<file path="src/rtl/line_cmd_sched.sv">
// line_cmd_sched: round-robin scheduler sharing one line engine between NREQ requesters via a command FIFO.
// Optional trivial-reject clipping at grant time is enabled with `define LINE_CLIP_EN.
module line_cmd_sched #(
  parameter int NREQ       = 4,
  parameter int FIFO_DEPTH = 4,
  parameter int SCR_W      = 640,
  parameter int SCR_H      = 480
) (
  input  logic               clk,
  input  logic               rst_n,
  input  logic [NREQ-1:0]    req_i,
  input  logic [NREQ*64-1:0] req_cmd_i,
  output logic [NREQ-1:0]    ack_o,
  output logic [NREQ-1:0]    done_o,
  output logic               eng_start_o,
  output logic [15:0]        eng_x1_o,
  output logic [15:0]        eng_y1_o,
  output logic [15:0]        eng_x2_o,
  output logic [15:0]        eng_y2_o,
  input  logic               eng_rdy_i,
  output logic               busy_o,
  output logic [15:0]        line_cnt_o,
  output logic [15:0]        rej_cnt_o
);
  localparam int IW = $clog2(NREQ);
  localparam int AW = $clog2(FIFO_DEPTH);
  localparam logic [1:0] S_IDLE = 2'd0, S_WAIT_BUSY = 2'd1, S_WAIT_DONE = 2'd2;
  logic [1:0]      state_q, state_d;
  logic [IW-1:0]   ptr_q, gnt_id, cur_id_q, head_id;
  logic [AW-1:0]   wp_q, rp_q;
  logic [AW:0]     cnt_q, cnt_d, sum_w;
  logic [IW:0]     sum;
  logic [IW+63:0]  mem_q [FIFO_DEPTH];
  logic [63:0]     gnt_cmd, head_cmd, crd_q, crd;
  logic [NREQ-1:0] done_q, rot;
  logic [15:0]     line_cnt_q, rej_cnt_q;
  logic            gnt_v, rej, push, issue, fin, fin_q, busy_q;
  function automatic logic [3:0] outcode(input logic [15:0] x, input logic [15:0] y);
    logic signed [31:0] xs, ys;
    xs = {{16{x[15]}}, x};
    ys = {{16{y[15]}}, y};
    return {xs < 0, xs >= SCR_W, ys < 0, ys >= SCR_H};
  endfunction
  // Rotate requests so bit 0 is the RR pointer; the lowest set bit wins.
  always_comb begin
    rot = NREQ'({req_i, req_i} >> ptr_q);
    sum = '0;
    gnt_v = 1'b0;
    for (int k = NREQ - 1; k >= 0; k--) if (rot[k]) begin
      sum = {1'b0, ptr_q} + (IW+1)'(k);
      gnt_v = 1'b1;
    end
    gnt_id = IW'(sum >= (IW+1)'(NREQ) ? sum - (IW+1)'(NREQ) : sum);
    gnt_v = gnt_v & rst_n & (cnt_q != (AW+1)'(FIFO_DEPTH));
  end
  assign gnt_cmd = req_cmd_i[64*gnt_id +: 64];
  assign ack_o = gnt_v ? NREQ'(1) << gnt_id : '0;
`ifdef LINE_CLIP_EN
  assign rej = gnt_v & |(outcode(gnt_cmd[63:48], gnt_cmd[47:32]) & outcode(gnt_cmd[31:16], gnt_cmd[15:0]));
`else
  assign rej = 1'b0;
`endif
  assign push = gnt_v & ~rej;
  assign {head_id, head_cmd} = mem_q[rp_q];
  // fin_q keeps the next issue at least one cycle behind the done pulse.
  assign issue = state_q == S_IDLE && cnt_q != '0 && eng_rdy_i && !fin_q;
  assign fin = state_q == S_WAIT_DONE && eng_rdy_i;
  assign sum_w = cnt_q + (AW+1)'(push);
  assign cnt_d = sum_w - (AW+1)'(issue);
  assign state_d = issue ? S_WAIT_BUSY :
                   (state_q == S_WAIT_BUSY && !eng_rdy_i) ? S_WAIT_DONE :
                   fin ? S_IDLE : state_q;
  assign crd = issue ? head_cmd : crd_q;
  assign {eng_x1_o, eng_y1_o, eng_x2_o, eng_y2_o} = crd;
  assign eng_start_o = issue;
  assign done_o = done_q;
  assign busy_o = busy_q;
  assign line_cnt_o = line_cnt_q;
  assign rej_cnt_o = rej_cnt_q;
  always_ff @(posedge clk) if (push) mem_q[wp_q] <= {gnt_id, gnt_cmd};
  always_ff @(posedge clk or negedge rst_n) begin
    if (!rst_n) begin
      state_q    <= S_IDLE;
      ptr_q      <= '0;
      wp_q       <= '0;
      rp_q       <= '0;
      cnt_q      <= '0;
      crd_q      <= '0;
      cur_id_q   <= '0;
      fin_q      <= 1'b0;
      done_q     <= '0;
      line_cnt_q <= '0;
      rej_cnt_q  <= '0;
      busy_q     <= 1'b0;
    end else begin
      state_q    <= state_d;
      ptr_q      <= gnt_v ? (gnt_id == IW'(NREQ - 1) ? '0 : gnt_id + 1'b1) : ptr_q;
      wp_q       <= wp_q + AW'(push);
      rp_q       <= rp_q + AW'(issue);
      cnt_q      <= cnt_d;
      crd_q      <= crd;
      cur_id_q   <= issue ? head_id : cur_id_q;
      fin_q      <= fin;
      done_q     <= (fin ? NREQ'(1) << cur_id_q : '0) | (rej ? NREQ'(1) << gnt_id : '0);
      line_cnt_q <= line_cnt_q + 16'(fin);
      rej_cnt_q  <= rej_cnt_q + 16'(rej);
      busy_q     <= cnt_d != '0 || state_d != S_IDLE;
    end
  end
endmodule

</file>
<file path="config.mk">
export PLATFORM = sky130hd
export DESIGN_NAME = line_cmd_sched
export DESIGN_NICKNAME = d
export VERILOG_FILES = /design/src/rtl/line_cmd_sched.sv
export SDC_FILE = /design/constraint.sdc
export NUM_CORES = 1
export LEC_CHECK = 0
export ABC_AREA = 1
export CAP_MARGIN = 20
export CORE_MARGIN = 1.5
export CORE_UTILIZATION = 52
export CTS_CLUSTER_DIAMETER = 50
export DETAILED_ROUTE_END_ITERATION = 10
export GPL_ROUTABILITY_DRIVEN = 0
export PLACE_DENSITY = 0.81
export SYNTH_ARGS = -nofsm -noshare
export SYNTH_HDL_FRONTEND = slang
export SYNTH_SLANG_ARGS = --single-unit
</file>
<file path="constraint.sdc">
create_clock -name clk -period 7.6 [get_ports clk]
set_input_delay 1.14 -clock clk [delete_from_list [all_inputs] [get_ports clk]]
set_output_delay 1.14 -clock clk [all_outputs]
set_load 0.05 [all_outputs]
</file>
# Yosys cells after proc, flatten, opt, wreduce, memory -nomap -nowiden
# Memory sizes are Yosys's and may differ from the RTL's.
# Cells that the tools add are included.
# word_totals
ff_bits	99
ramBits	264
in_bits	263
out_inout_bits	106
wordCells	63
memories	1
# mem_list
memory	depth	width	read_ports	rd_ports_with_merged_regs	wr	line_no	text
mem_q	4	66	1	0	1	33	logic [IW+63:0] mem_q [FIFO_DEPTH];
# classes
add_sub_neg	10
magnitude_cmp	1
eq_ne	4
shifts	4
n_mux	18
bitwise_logic	2
n_reduce_logical	12
# op_table
op	count
$shiftx 256x9->64	1
$mux 64	1
$add 16x1->16	1
$mux 3	4
$mux 2	5
$mux 4	2
$shl 1x2->4 const A	2
$shr 8x2->4	1
$add 2x2->3 const B	2
$mux 1	6
$reduce_bool 3->1	2
$logic_and 1x1->1	5
$add 2x1->2	2
$eq 2x2->1 const B	2
$add 2x1->3 const B	1
$add 3x1->3	1
$ge 3x3->1 const B	1
$ne 3x3->1 const B	1
$sub 3x1->3	1
$add 2x1->2 const B	1
$and 1x1->1	2
$eq 2x1->1 const B	1
$logic_not 1->1	2
$logic_not 2->1	1
3 further kinds	3

# Longest topological paths before layout
# logic_depth
depth_word	11
mapped_depth	16
ltp_nobuf	14

# Worst setup path before layout
# OpenSTA, ideal clock, no wires.
# synth_timing
path_type	input to register
from	in req_i[0]
to	mem mem_q[0][0] in the netlist's numbering (enable)
setup_time_ps	571
arrival_time_ps	6136
required_time_ps	7029
path_slack_ps	893
cell_stages	7
path_buffers	1
path_cell_list	inv_1 nand2_1 a22oi_1 nand2_1 nand2_1 clkbuf_1 nor3_1
# synth_via
elab_chain_cells	9
# synth_lines
item	line_no	text
from (decl)	11	input logic [NREQ-1:0] req_i,
$shr 8x2->4 (*)	46	rot = NREQ'({req_i, req_i} >> ptr_q);
$mux 1 (3 in a row)	49	for (int k = NREQ - 1; k >= 0; k--) if (rot[k]) begin
$mux 1 (*)	49	
$and 1x1->1 (*) (2 in a row)	54	gnt_v = gnt_v & rst_n & (cnt_q != (AW+1)'(FIFO_DEPTH));
$mux 1 (*)	80	always_ff @(posedge clk) if (push) mem_q[wp_q] <= {gnt_id, gnt_cmd};
$mux 1 (not written as such) (*)	80	
to (decl)	33	
# Mark *: on every way between the ends. The rest lies on a longest branch, timed or not.

# Worst setup path in the final report
# layout_timing
from	in req_i[1]
to	out ack_o[3]
# layout_via
elab_chain_cells	9
elab_cells_between_ends	16
classes_between	add/sub (1); order compare (1); shift (2); mux (10); bitwise (2)
# layout_lines
item	line_no	text
$shr 8x2->4 (*)	46	
$mux 3 (4 in a row)	49	
$ge 3x3->1 or $sub 2x1->2 (tied branches)	53	gnt_id = IW'(sum >= (IW+1)'(NREQ) ? sum - (IW+1)'(NREQ) : sum);
$mux 2	53	
$shl 1x2->4	--	
$mux 4 (*)	57	assign ack_o = gnt_v ? NREQ'(1) << gnt_id : '0;
to (decl)	13	output logic [NREQ-1:0] ack_o,
# Marked as above.

==> metrics <==
via count ~14k; Worst VDD drop between 500 and 600 µV; kind of critical path primary input to output port; final hold vios 0; Worst Hold Class register to register; # DRC 0; sequential share of the synthesized area 60.2%; first-pass GRT wire length a little over 70000 µm; Max Root-Sink Buffers 3; Final WS setup ~2 ns; H-tree depth 2; CTS tree yes; Final Cycle Share about 74%; Final Max Slew Viols 0; number of diodes 0; # setup viols final 0; initial DRC count 1125; Port Buffers 352; critical path required time ~6.5 ns; delay-heaviest family, CP simple AND/OR/NAND/NOR gates; largest net degree at the start of global routing between 100 and 150; P&R area growth vs syn 28.9%; HPWL after DPL 31000 µm; Bufs and invs on worst path 5; Mapped Cells 1892; clk sinks approximately 360; Die Wd between 150 and 200 µm; DRT Wirelength roughly 48000 µm; # IOs 369; critical path capture point type output port; Power Density between 500 and 600 nW/µm²; GR Util met2 a little under half; setup repair bufs after CTS 0; clock transition at the registers of the reported paths 0.06 ns; DRT Pass-1 Iters 5; status complete, no violations; Min Clock Period, post-route between 5 and 6 ns; Num CTS Buffers between 40 and 50; critical path, cell by cell clkdlybuf4s50_1, inv_1, nand2_1, nand3_1, nand2_1, inv_2, nand3_4, nand2_4, ha_1, inv_1, nor2_1, clkdlybuf4s50_1; grt met3 use approximately 4.8%; initial antenna violation count 1; Leak roughly 9.6 nW; hold buffers post-CTS 0; crit path DAT 4.48 ns; relative slew slack between 30% and 40%; total gr overflow 0; Synth warnings 0; critical path's slowest cell clkdlybuf4s50_1; Initial Utilization 53.0%; vias in the first global route between 10k and 15k; measured slew at the worst slew-check pin 0.902 ns; Synth Cell Area 17300 µm²; clk_lat worst skew 0.55 ns; Yosys reg bits 363; crit start category primary input; Setup Skew 0.0223 ns; Die H roughly 190 µm; FP Rows 66; most frequent cells in the layout 351 x clkdlybuf4s50_1, 345 x nor2_1, 289 x inv_1; Max-cap violations 0; die area between 30000 and 40000 µm²; total core area 32600 µm²; layout cell share with drive strength beyond 1 approximately 4.6%; FF/Latch Area roughly 10000 µm²; Place WS 2.00 ns; fin nets 2466; All-Layer GR Usage a little over a quarter; slowest stage delay, CP roughly 0.81 ns; post-DR wirelength/cell around 18 µm; cts repair resizes 0; commonest non-fill, non-tap cell in the layout clkdlybuf4s50_1; Achievable Freq 178 MHz; number of distinct library cells after synthesis 31; GR peak layer met2; layout filler cell count 2448; critical-path maximum fanout 53; Detail Route Antenna Nets 0; vias per inst 5.38; Root Buffer clkbuf_16; average cell area after synthesis about 9.1 µm²; GR Util met1 35.9%; area of the multi-input gates roughly 5200 µm²; RSZ-0062 raised after global routing false; Sum Neg Setup Slack 0 ns
kinds of logic (layout without fill, tap and decap cells):
kind of cell               count (synthesis)  count (layout)  share of synthesized area [%]
and+or+nand+nor                          866             866                           21.0
AOI/OAI and AO/OA                        207             207                           6.49
other                                      1              16                         0.0217
buffers and inverters                    427             746                           10.6
xor gates and xnor gates                  17              17                          0.862
DFF                                      363             363                           60.2
adders and majority gates                 11              11                          0.840
synth_stat cells, drive strengths merged:
library cell,count,share of area [%]
nand3b,1,0.043
nand2,233,5.1
nand4,2,0.072
o22ai,3,0.11
fa,1,0.12
clkbuf,40,0.87
conb,1,0.022
a21oi,2,0.058
a22oi,1,0.043
nor2,346,7.5
xnor2,5,0.25
inv,295,6.4
xor2,12,0.61
nand3,269,7.8
nor3,13,0.38
ha,10,0.72
a31oi,64,2.3
dfrtp,99,14
nor4,2,0.072
edfxtp,264,46
buf,92,3.3
o21ai,137,4.0
where the power goes:
part           switching [mW]  total (mW)  internal [mW]
registers               0.256        3.73           3.47
clock network           0.815        1.94           1.12
logic                    4.26        5.84           1.58
routing by layer:
metal  wire [µm]  vias to the layer above
met5           0                        -
met4        1110                        0
met3        3930                       88
met2       23200                      668
met1       19300                     6861
li1            -                     6744
layout make-up:
cell class | count | area share [%]
sequential | 363 | 46.7
multi-input combinational | 1117 | 23.2
timing repair buffer | 373 | 16.6
clock buffer | 55 | 5.17
inverter | 295 | 5.00
tap | 442 | 2.48
clock inverter | 23 | 0.865
stage by stage:
step	cell area, µm²	util [%]	instances	total power, mW	hold slack, ns
after global placement	20900	64.1	2589	9.36	0.443
after global routing	22300	68.3	2668	12.2	0.498
after detailed placement	20900	64.1	2589	9.54	0.450
after CTS	22300	68.2	2667	11.5	0.458
after floorplan	17300	-	1907	7.74	0.432
final	22300	68.3	2668	11.5	0.467
path summary, 6_finish.rpt:
check | start | endpoint | slack, ns | depth (start not counted)
worst min-delay path | line_cnt_o[15] | line_cnt_o[15] | 0.47 | 1
min in group asynchronous | rst_n | line_cnt_o[10] | 0.78 | 2
max in group asynchronous | rst_n | cur_id_q[0] | 5.57 | 3
worst min register to register | line_cnt_o[15] | line_cnt_o[15] | 0.47 | 1
worst max-delay path | req_i[1] | ack_o[3] | 1.98 | 12
worst max register to register | ptr_q[0] | mem_q[2][7] | 3.67 | 10
registers in the layout (all words and copies together) (netlist names):
signal      cells
mem_q         264
crd_q          64
line_cnt_o     16
done_o          4
cnt_q           3
cur_id_q        2
ptr_q           2
rp_q            2
state_q         2
wp_q            2
busy_o          1
fin_q           1
Note: power is estimated with default switching activity, not from simulation.
